File: src/rtl/mem_arb_pkg.sv
// Shared types and constants for the memory-port arbiter (mem_port_arbiter).
package mem_arb_pkg;

    localparam int AW_DEF      = 32;
    localparam int DW_DEF      = 32;
    localparam int STALL_CNT_W = 16;

    typedef enum logic [1:0] {
        OWN_IDLE = 2'd0,
        OWN_CPU  = 2'd1,
        OWN_LDR  = 2'd2
    } owner_e;

endpackage

File: src/rtl/mem_arb_sat_cnt.sv
// Saturating up-counter with enable and synchronous clear; holds at MAX.
module mem_arb_sat_cnt #(
    parameter int           W   = 4,
    parameter logic [W-1:0] MAX = '1
) (
    input  logic         clk,
    input  logic         rst_n,
    input  logic         en,
    input  logic         clr,
    output logic [W-1:0] cnt
);

    logic [W-1:0] cnt_q;
    logic [W-1:0] cnt_d;

    always_comb begin
        cnt_d = cnt_q;
        if (clr) begin
            cnt_d = '0;
        end else if (en && (cnt_q != MAX)) begin
            cnt_d = cnt_q + W'(1);
        end
    end

    always_ff @(posedge clk or negedge rst_n) begin
        if (!rst_n) begin
            cnt_q <= '0;
        end else begin
            cnt_q <= cnt_d;
        end
    end

    assign cnt = cnt_q;

endmodule

File: src/rtl/mem_port_arbiter.sv
// Shared memory-port arbiter between CPU and loader with loader burst limit.
// Optional saturating CPU stall counter enabled by MEM_ARB_STALL_CNT_EN.
module mem_port_arbiter
    import mem_arb_pkg::*;
#(
    parameter int AW            = AW_DEF,
    parameter int DW            = DW_DEF,
    parameter int MAX_LDR_BURST = 4
) (
    input  logic          clk,
    input  logic          rst_n,
    input  logic          cpu_req,
    input  logic          cpu_we,
    input  logic [AW-1:0] cpu_addr,
    input  logic [DW-1:0] cpu_wdata,
    output logic          cpu_gnt,
    output logic          cpu_rvalid,
    output logic [DW-1:0] cpu_rdata,
    output logic          cpu_stall,
    input  logic          ldr_req,
    input  logic          ldr_we,
    input  logic [AW-1:0] ldr_addr,
    input  logic [DW-1:0] ldr_wdata,
    output logic          ldr_gnt,
    output logic          ldr_rvalid,
    output logic [DW-1:0] ldr_rdata,
    output logic [AW-1:0] mem_addr,
    output logic [DW-1:0] mem_wd,
    output logic          mem_we,
    input  logic [DW-1:0] mem_rd
`ifdef MEM_ARB_STALL_CNT_EN
    ,
    output logic [STALL_CNT_W-1:0] cpu_stall_cnt
`endif
);

    localparam int BW = $clog2(MAX_LDR_BURST + 1);

    owner_e        owner_q, owner_d;
    owner_e        rd_owner;
    logic [AW-1:0] mem_addr_q, mem_addr_d;
    logic [DW-1:0] mem_wd_q, mem_wd_d;
    logic          mem_we_q, mem_we_d;
    logic          cpu_rvalid_q, cpu_rvalid_d;
    logic [DW-1:0] cpu_rdata_q, cpu_rdata_d;
    logic          ldr_rvalid_q, ldr_rvalid_d;
    logic [DW-1:0] ldr_rdata_q, ldr_rdata_d;
    logic [BW-1:0] burst_cnt;
    logic          cpu_win, ldr_win;

    // Loader keeps priority until it has won MAX_LDR_BURST times over a waiting CPU.
    always_comb begin
        cpu_win = 1'b0;
        ldr_win = 1'b0;
        owner_d = OWN_IDLE;
        if (ldr_req && (!cpu_req || (burst_cnt < BW'(MAX_LDR_BURST)))) begin
            ldr_win = 1'b1;
            owner_d = OWN_LDR;
        end else if (cpu_req) begin
            cpu_win = 1'b1;
            owner_d = OWN_CPU;
        end
    end

    assign cpu_gnt   = cpu_win;
    assign ldr_gnt   = ldr_win;
    assign cpu_stall = cpu_req & ~cpu_win;

    mem_arb_sat_cnt #(
        .W   (BW),
        .MAX (BW'(MAX_LDR_BURST))
    ) u_burst_cnt (
        .clk   (clk),
        .rst_n (rst_n),
        .en    (ldr_win & cpu_req),
        .clr   (cpu_win | ~cpu_req),
        .cnt   (burst_cnt)
    );

    always_comb begin
        mem_addr_d = mem_addr_q;
        mem_wd_d   = mem_wd_q;
        mem_we_d   = 1'b0;
        if (ldr_win) begin
            mem_addr_d = ldr_addr;
            mem_wd_d   = ldr_wdata;
            mem_we_d   = ldr_we;
        end else if (cpu_win) begin
            mem_addr_d = cpu_addr;
            mem_wd_d   = cpu_wdata;
            mem_we_d   = cpu_we;
        end
    end

    // The command now on mem_* is a read only if its owner issued it with we=0.
    assign rd_owner = mem_we_q ? OWN_IDLE : owner_q;

    always_comb begin
        cpu_rvalid_d = (rd_owner == OWN_CPU);
        ldr_rvalid_d = (rd_owner == OWN_LDR);
        cpu_rdata_d  = cpu_rvalid_d ? mem_rd : cpu_rdata_q;
        ldr_rdata_d  = ldr_rvalid_d ? mem_rd : ldr_rdata_q;
    end

    always_ff @(posedge clk or negedge rst_n) begin
        if (!rst_n) begin
            owner_q      <= OWN_IDLE;
            mem_addr_q   <= '0;
            mem_wd_q     <= '0;
            mem_we_q     <= 1'b0;
            cpu_rvalid_q <= 1'b0;
            cpu_rdata_q  <= '0;
            ldr_rvalid_q <= 1'b0;
            ldr_rdata_q  <= '0;
        end else begin
            owner_q      <= owner_d;
            mem_addr_q   <= mem_addr_d;
            mem_wd_q     <= mem_wd_d;
            mem_we_q     <= mem_we_d;
            cpu_rvalid_q <= cpu_rvalid_d;
            cpu_rdata_q  <= cpu_rdata_d;
            ldr_rvalid_q <= ldr_rvalid_d;
            ldr_rdata_q  <= ldr_rdata_d;
        end
    end

    assign mem_addr   = mem_addr_q;
    assign mem_wd     = mem_wd_q;
    assign mem_we     = mem_we_q;
    assign cpu_rvalid = cpu_rvalid_q;
    assign cpu_rdata  = cpu_rdata_q;
    assign ldr_rvalid = ldr_rvalid_q;
    assign ldr_rdata  = ldr_rdata_q;

`ifdef MEM_ARB_STALL_CNT_EN
    mem_arb_sat_cnt #(
        .W   (STALL_CNT_W),
        .MAX ({STALL_CNT_W{1'b1}})
    ) u_stall_cnt (
        .clk   (clk),
        .rst_n (rst_n),
        .en    (cpu_stall),
        .clr   (1'b0),
        .cnt   (cpu_stall_cnt)
    );
`endif

endmodule

File: config.mk
export PLATFORM = sky130hd
export DESIGN_NAME = mem_port_arbiter
export DESIGN_NICKNAME = d
export VERILOG_FILES = /design/src/rtl/mem_arb_pkg.sv /design/src/rtl/mem_arb_sat_cnt.sv /design/src/rtl/mem_port_arbiter.sv
export SDC_FILE = /design/constraint.sdc
export NUM_CORES = 1
export LEC_CHECK = 0
export BUFFER_PORTS_ARGS = -buffer_cell sky130_fd_sc_hd__buf_2
export CORE_AREA = 2 2 116 118
export CTS_BUF_LIST = sky130_fd_sc_hd__clkbuf_4 sky130_fd_sc_hd__clkbuf_8
export DETAILED_ROUTE_END_ITERATION = 10
export DIE_AREA = 0 0 118 120
export GPL_TIMING_DRIVEN = 0
export PLACE_DENSITY_LB_ADDON = 0.12
export SLEW_MARGIN = 30
export SYNTH_ARGS = -nofsm -noshare
export SYNTH_HDL_FRONTEND = slang
export SYNTH_SLANG_ARGS = --single-unit
File: constraint.sdc
create_clock -name clk -period 3.21 [get_ports clk]
set_input_delay 0.642 -clock clk [delete_from_list [all_inputs] [get_ports clk]]
set_output_delay 0.642 -clock clk [all_outputs]
set_load 0.02 [all_outputs]
Word level (Yosys, flattened, before mapping)
Index checks and enable logic that the tools add are counted.

Flip-flop bits (word level): 136. Bits of input ports: 166. Logic and storage cells: 39.

$add $sub $neg: 1. Magnitude comparators: 1. Equality and inequality tests: 3. Multiplexer cells: 14. Bitwise operators: 5. Reduce and logical (&&, ||, !) cells: 6.

Operator list (count): $mux 32 (4); $mux 1 (6); $mux 3 (2); $mux 2 (2); $reduce_bool 2->1 (2); $add 3x1->3 const B (1); $lt 3x3->1 const B (1); $ne 3x3->1 const B (1); $and 1x1->1 (2); $eq 2x1->1 const B (1); $eq 2x2->1 const B (1); $logic_and 1x1->1 (2); $not 1->1 (2); $logic_not 1->1 (1); $logic_or 1x1->1 (1); $or 1x1->1 (1).

Logic depth before layout (Yosys ltp)
Gate-level depths: netlist of run 1.

Word-level depth: 8. Mapped depth: 6. Gate-level depth less buffers: 3.

By module
Synthesis of run 1 repeated with hierarchy kept, for this count alone.

Cells, all modules: 466. Area total of the unflattened synthesis: 5779.3 µm².

Modules (own cells, without submodules): mem_port_arbiter (instances 1, cells each 449, area each 5580.4 µm², sequential area each 3328.2 µm²); mem_arb_sat_cnt (instances 1, cells each 17, area each 198.9 µm², sequential area each 75.1 µm²).

Least setup slack after synthesis of run 1
OpenSTA, ideal clock, no wires.

Path type: in2out. Start: in cpu_req. End: out cpu_gnt. Arrival time: 1.321 ns. Slack: 1.247 ns. Stages on the path: 3. Path through: buf_2 o21a_1 clkbuf_1.

Word-level cells in the longest chain between the ends: 4. Elaborated cells on any way between the ends: 5. Classes of those cells: 2 x mux; 3 x reduce/logical.

Ends and longest elaborated chain: start, declared (line mem_port_arbiter.sv:12) `input logic cpu_req,`; $logic_not 1->1 (line mem_port_arbiter.sv:56) `if (ldr_req && (!cpu_req || (burst_cnt < BW'(MAX_LDR_BURST)))) begin`; $logic_or 1x1->1 (line mem_port_arbiter.sv:56); $logic_and 1x1->1 (line mem_port_arbiter.sv:56); $mux 1 * (line mem_port_arbiter.sv:56); end, declared (line mem_port_arbiter.sv:16) `output logic cpu_gnt,`.

Mark *: on every way between the ends. The rest lies on a longest branch, timed or not.

Worst setup path in the final report of run 1
Start: in ldr_req. End: out cpu_gnt.

Word-level cells in the longest chain between the ends: 2.

Ends and longest elaborated chain: start, declared (line mem_port_arbiter.sv:20) `input logic ldr_req,`; $logic_and 1x1->1 (line mem_port_arbiter.sv:56); $mux 1 (line mem_port_arbiter.sv:56).

No other way between the ends.

==> flow_metrics.tcl, run 1 <==
set metrics [dict create \
    fin_crit_sh_pct 79.2 \
    io_buffers 298 \
    power_switching_w 0.00146 \
    antenna_cells 0 \
    setup.worst_path.class "in -> out" \
    path_buf_inv 4 \
    p_leak_nw 3.92 \
    groute.usage.overall_pct 22.9 \
    avgViaCountPerCell 5.11 \
    setup_violations 0 \
    grt.overflow.total 0 \
    vdd_drop_max_uv 276 \
    path_clk_slew_ns 0.07 \
    syn_inst 442 \
    detail-route-antenna-nets 0 \
    critPathMostFrequentCell "buf_2" \
    synth-simple-area-share_pct 1.18 \
    cts_max_path_buffers 2 \
    p_seq_share_pct 43.4 \
    required_ns 2.57 \
    r2r-start "mem_we" \
    power_frac_clock_pct 33.1 \
    maxSlewViolCount 0 \
    critPathArrivalTime_ns 1.90 \
    grt_start_max_net_pins 79 \
    htree_levels 4 \
    first_pass_iters 4 \
    yosys-top-cells-count "136 x dfrtp_1, 64 x a21oi_1, 60 x mux2_2" \
    dominantRegCellSynth "dfrtp_1" \
    outcome "finished clean" \
    slew_headroom_pct 59.1 \
    drv_cap 0 \
    syn_area_um2 5640 \
    detail_route.wl_per_cell_um 17.0 \
    ctsResizeCount 0 \
    dieArea_um2 14200 \
    tns_ns 0 \
    stdcell_area_um2 7840 \
    cp_slowest_cell "clkbuf_1" \
    antenna_found_initial 0 \
    async_flop_share_pct 100 \
    cp_max_fo 11 \
    cts_tree "yes" \
    start_util_pct 43.4 \
    synthXorXnorAreaFrac_pct 0 \
    worstSetupPathDepth 5 \
    synth_top_family_by_area "multiplexers" \
    drc 0 \
    finalCriticalPeriod_ns 2.54 \
    final_util_pct 60.4 \
    combPwrFrac_pct 23.5 \
    synthAdderAreaFrac_pct 0.444 \
    synthMuxAreaShare_pct 15.8 \
    synth_compound_area_share_pct 15.3 \
    synth_most_common_cell "dfrtp_1" \
    slowest_delay_ns 0.45 \
    hold_path.class "in -> async" \
    switching_share_pct 30.3 \
    crit_start "ldr_req" \
    critical-path-top-delay-family "buffers and inverters" \
    dp_hpwl_um 12400 \
    gp_congestion 0.820 \
    die_width_um 118 \
    start_kind "input pin" \
    hold_violations 0 \
    skew_ns 0.00624 \
    ys_warn_count 0 \
    clock_sinks 136 \
    synth-edff-count 0 \
    syn-num-nets 610 \
    cts_buffers 17 \
    root_buffer "clkbuf_8" \
    rows 42 \
    layout-drive-gt1-share_pct 53.4 \
    synthTopCellsByArea "dfrtp_1 60%, mux2_2 12%, o32ai_1 7.3%, a21oi_1 5.7%, inv_1 3.3%" \
    grt_pass1_wl_um 25200 \
    ys_types 23 \
    setup.worst_path.end_class "primary output" \
    r2r_cells 3 \
    dieHeight_um 120 \
    ios 300 \
    cts_hold_buf 0 \
    path_cells "buf_2 -> inv_2 -> o21a_1 -> clkbuf_1 -> buf_2" \
    core_um2 13000 \
    rsz0062_at_grt "no" \
    cts_setup_buffers 0 \
    p_per_area_nw_per_um2 613 \
    avgSynthCellArea_um2 12.8 \
    first_global_vias 4986 \
    intPower_w 0.00335 \
    synth_top_area_cell "dfrtp_1" \
    nets 928 \
    via_count 4852 \
    ys_ff_latch 136 \
    synth_top_area_share_pct 60.4 \
    dpl_cell_area_um2 7390 \
    drt_wl_total_um 16100 \
    seq_area_frac_synth_pct 60.4 \
    insertion_delay_ns 0.44 \
    areaGrowthSynthToFinish_pct 39.1 \
    drtIter0Drc 205 \
    worstMarginPinSlew_ns 0.613 \
    fmax_mhz 393 \
]
worst reg2reg max path, delay by kind of cell, from the launching register on:
kind                   cells  cell delay [ns]
buffers and inverters      1             0.22
flip-flops                 1             0.45
multiplexers               1             0.35
AND/OR/NAND/NOR            1             0.40
cell type report:
type / instances / area, um^2
buffer: 33 / 195
clock buffer: 21 / 289
clock inverter: 11 / 168
fill: 1166 / 5140
inverter: 51 / 191
multi-input combinational: 222 / 1850
sequential: 136 / 3400
tap: 176 / 220
timing repair buffer: 299 / 1530
placed cells by master (no fill, tap or decap), types with 7 or more instances in the layout:
cell / Yosys / routed
mux2i_1: 17 / 17
o32ai_1: 47 / 47
buf_2: 9 / 306
inv_1: 50 / 50
o22ai_1: 17 / 17
clkbuf_8: 0 / 21
mux2_2: 60 / 60
dfrtp_1: 136 / 136
a21oi_1: 64 / 64
buf_6: 7 / 7
clkbuf_1: 13 / 13
per-layer routing:
layer	wire length [um]	up-vias	track usage (%)	share of wire, %
li1	-	2237	-	-
met1	6280	2355	27.3	39
met2	8120	226	38.1	50
met3	1250	34	7.18	7.7
met4	498	0	10.8	3.1
met5	0	-	0	0
through the flow:
step | instances | hold WS, ns | worst slack [ns] | total power (W)
after detailed placement | 917 | 0.464 | 0.658 | 0.00326
after floorplan | 442 | 0.346 | 1.25 | 0.00276
final | 949 | 0.166 | 0.669 | 0.00481
after global placement | 916 | 0.451 | -0.336 | 0.00323
after CTS | 949 | 0.174 | 0.652 | 0.00486
after global routing | 949 | 0.186 | 0.567 | 0.00503
worst paths after layout:
kind	slack (ns)	endpoint
max in group asynchronous	2.35	ldr_rdata[30]
min reg2reg	0.47	u_burst_cnt.cnt[0]
max	0.67	cpu_gnt
min in group clk	0.42	mem_we
max reg2reg	1.68	cpu_rdata[25]
min	0.17	mem_wd[5]
cells by family (layout without fill, tap and decap cells):
family          after synthesis  count (layout)
flops                       136             136
compound gates              131             131
buf+inv                      84             415
mux                          81              81
simple gates                  8               8
fa+ha+maj                     2               2
sequential cells by signal, indices dropped and copies added, names as in the netlist:
signal,count
cpu_rdata,32
ldr_rdata,32
mem_addr,32
mem_wd,32
u_burst_cnt.cnt,3
owner_q,2
cpu_rvalid,1
ldr_rvalid,1
mem_we,1
power by group through the flow:
stage	Clock [W]	Sequential (W)	Combinational [W]
2_1_floorplan	0	0.00243	0.000330
3_3_place_gp	0	0.00211	0.00112
5_1_grt	0.00170	0.00212	0.00121
4_1_cts	0.00162	0.00209	0.00115
6_report	0.00159	0.00209	0.00113
3_5_place_dp	0	0.00212	0.00115
(Power assumes the default switching activity.)
==> run 2: changes to the inputs <==
==> constraint.sdc (replaced) <==
create_clock -name clk -period 2.4 [get_ports clk]
set_input_delay 0.48 -clock clk [delete_from_list [all_inputs] [get_ports clk]]
set_output_delay 0.48 -clock clk [all_outputs]
set_load 0.02 [all_outputs]
==> flow_metrics.tcl, run 2 (synthesized netlist as in run 1, its figures left out) <==
set metrics [dict create \
    insertion_delay_ns 0.44 \
    setup.worst_path.class "reg -> out" \
    drv_cap 0 \
    worstMarginPinSlew_ns 0.617 \
    layout-drive-gt1-share_pct 53.6 \
    areaGrowthSynthToFinish_pct 39.2 \
    die_width_um 118 \
    mostFrequentLayoutCell "buf_2" \
    p_leak_nw 3.92 \
    io_buffers 298 \
    via_count 4851 \
    cp_max_fo 11 \
    cts_hold_buf 0 \
    skew_ns 0.00624 \
    antenna_cells 0 \
    critPathArrivalTime_ns 1.59 \
    hold_path.class "in -> async" \
    ios 300 \
    htree_levels 4 \
    grt_pass1_wl_um 25200 \
    met2_usage_pct 38.1 \
    clock_sinks 136 \
    finalCriticalPeriod_ns 2.07 \
    grt_busiest_layer "met2" \
    maxSlewViolCount 0 \
    dp_hpwl_um 12400 \
    final_util_pct 60.4 \
    rsz0062_at_grt "no" \
    dieHeight_um 120 \
    stdcell_area_um2 7840 \
    gp_congestion 0.820 \
    setup.worst_path.end_class "primary output" \
    groute.usage.overall_pct 22.9 \
    drc 0 \
    instances_no_fill 949 \
    outcome "finished clean" \
    grt_use_met1_pct 27.3 \
    rows 42 \
    fmax_mhz 483 \
    start_util_pct 43.4 \
    setup_violations 0 \
    detail-route-antenna-nets 0 \
    mostFrequentLayoutCells "306 x buf_2, 136 x dfrtp_1, 64 x a21oi_1" \
    path_clk_slew_ns 0.07 \
    cts_tree "yes" \
    detail_route.wl_per_cell_um 17.0 \
    drtIter0Drc 205 \
    root_buffer "clkbuf_8" \
    avgViaCountPerCell 5.11 \
    grt_start_max_net_pins 79 \
    first_pass_iters 6 \
    hold_violations 0 \
    dp_cells 917 \
    drt_wl_total_um 16100 \
    whs_ns 0.00641 \
    fin_crit_sh_pct 86.3 \
    core_um2 13000 \
    cts_max_path_buffers 2 \
    dpl_cell_area_um2 7390 \
    p_per_area_nw_per_um2 820 \
    cts_buffers 17 \
    dieArea_um2 14200 \
    required_ns 1.92 \
    slew_headroom_pct 58.9 \
    start_kind "flip-flop" \
    vdd_drop_max_uv 369 \
    gr-usage-met3_pct 7.18 \
    first_global_vias 4986 \
    antenna_found_initial 0 \
    grt.overflow.total 0 \
    nets 928 \
]
run 2: worst paths after layout:
| check | start | end | cells after the start | slack, ns |
|---|---|---|---|---|
| setup / recovery | u_burst_cnt.cnt[2] | cpu_gnt | 3 | 0.33 |
| hold / removal | rst_n | mem_wd[5] | 1 | 0.006 |
| setup reg to reg | mem_we | cpu_rdata[25] | 3 | 0.87 |
| hold reg to reg | u_burst_cnt.cnt[0] | u_burst_cnt.cnt[0] | 1 | 0.47 |
| max in group asynchronous | rst_n | ldr_rdata[30] | 2 | 1.70 |
| min in group clk | cpu_we | mem_we | 2 | 0.26 |
run 2: layout make-up:
class,count,area [um^2]
timing repair buffer,299,1530
clock buffer,21,289
inverter,51,191
buffer,33,196
fill,1165,5140
multi-input combinational,222,1850
clock inverter,11,168
tap,176,220
sequential,136,3400
run 2: where the power goes:
part           internal [W]  switching [W]  leakage [nW]
logic              0.000617       0.000896          2.11
clock network       0.00124       0.000882         0.228
registers           0.00262       0.000167          1.58
total               0.00449        0.00194          3.92
run 2: what timing repair did:
item	CTS	global route
hold endpoints to repair	0	0
setup endpoints to repair	0	1
gates resized for setup	0	2
setup buffers	0	0
run 2: per-layer routing:
layer | wire, um | part of all wire [%]
met1 | 6280 | 39
met2 | 8120 | 50
met3 | 1250 | 7.7
met4 | 487 | 3.0
met5 | 0 | 0
run 2: metrics by stage:
step	worst slack (ns)	TNS (ns)	total power, W
floorplan	0.761	0	0.00369
global placement	-0.984	-132.63	0.00432
detailed placement	0.172	0	0.00437
CTS	0.0598	0	0.00650
global route	0.192	0	0.00673
finish	0.329	0	0.00643
run 2: worst max-delay path, cell delays in order (launching register included):
cell,delay [ns]
dfrtp_1,0.41
o21a_1,0.23
clkbuf_2,0.29
buf_2,0.23
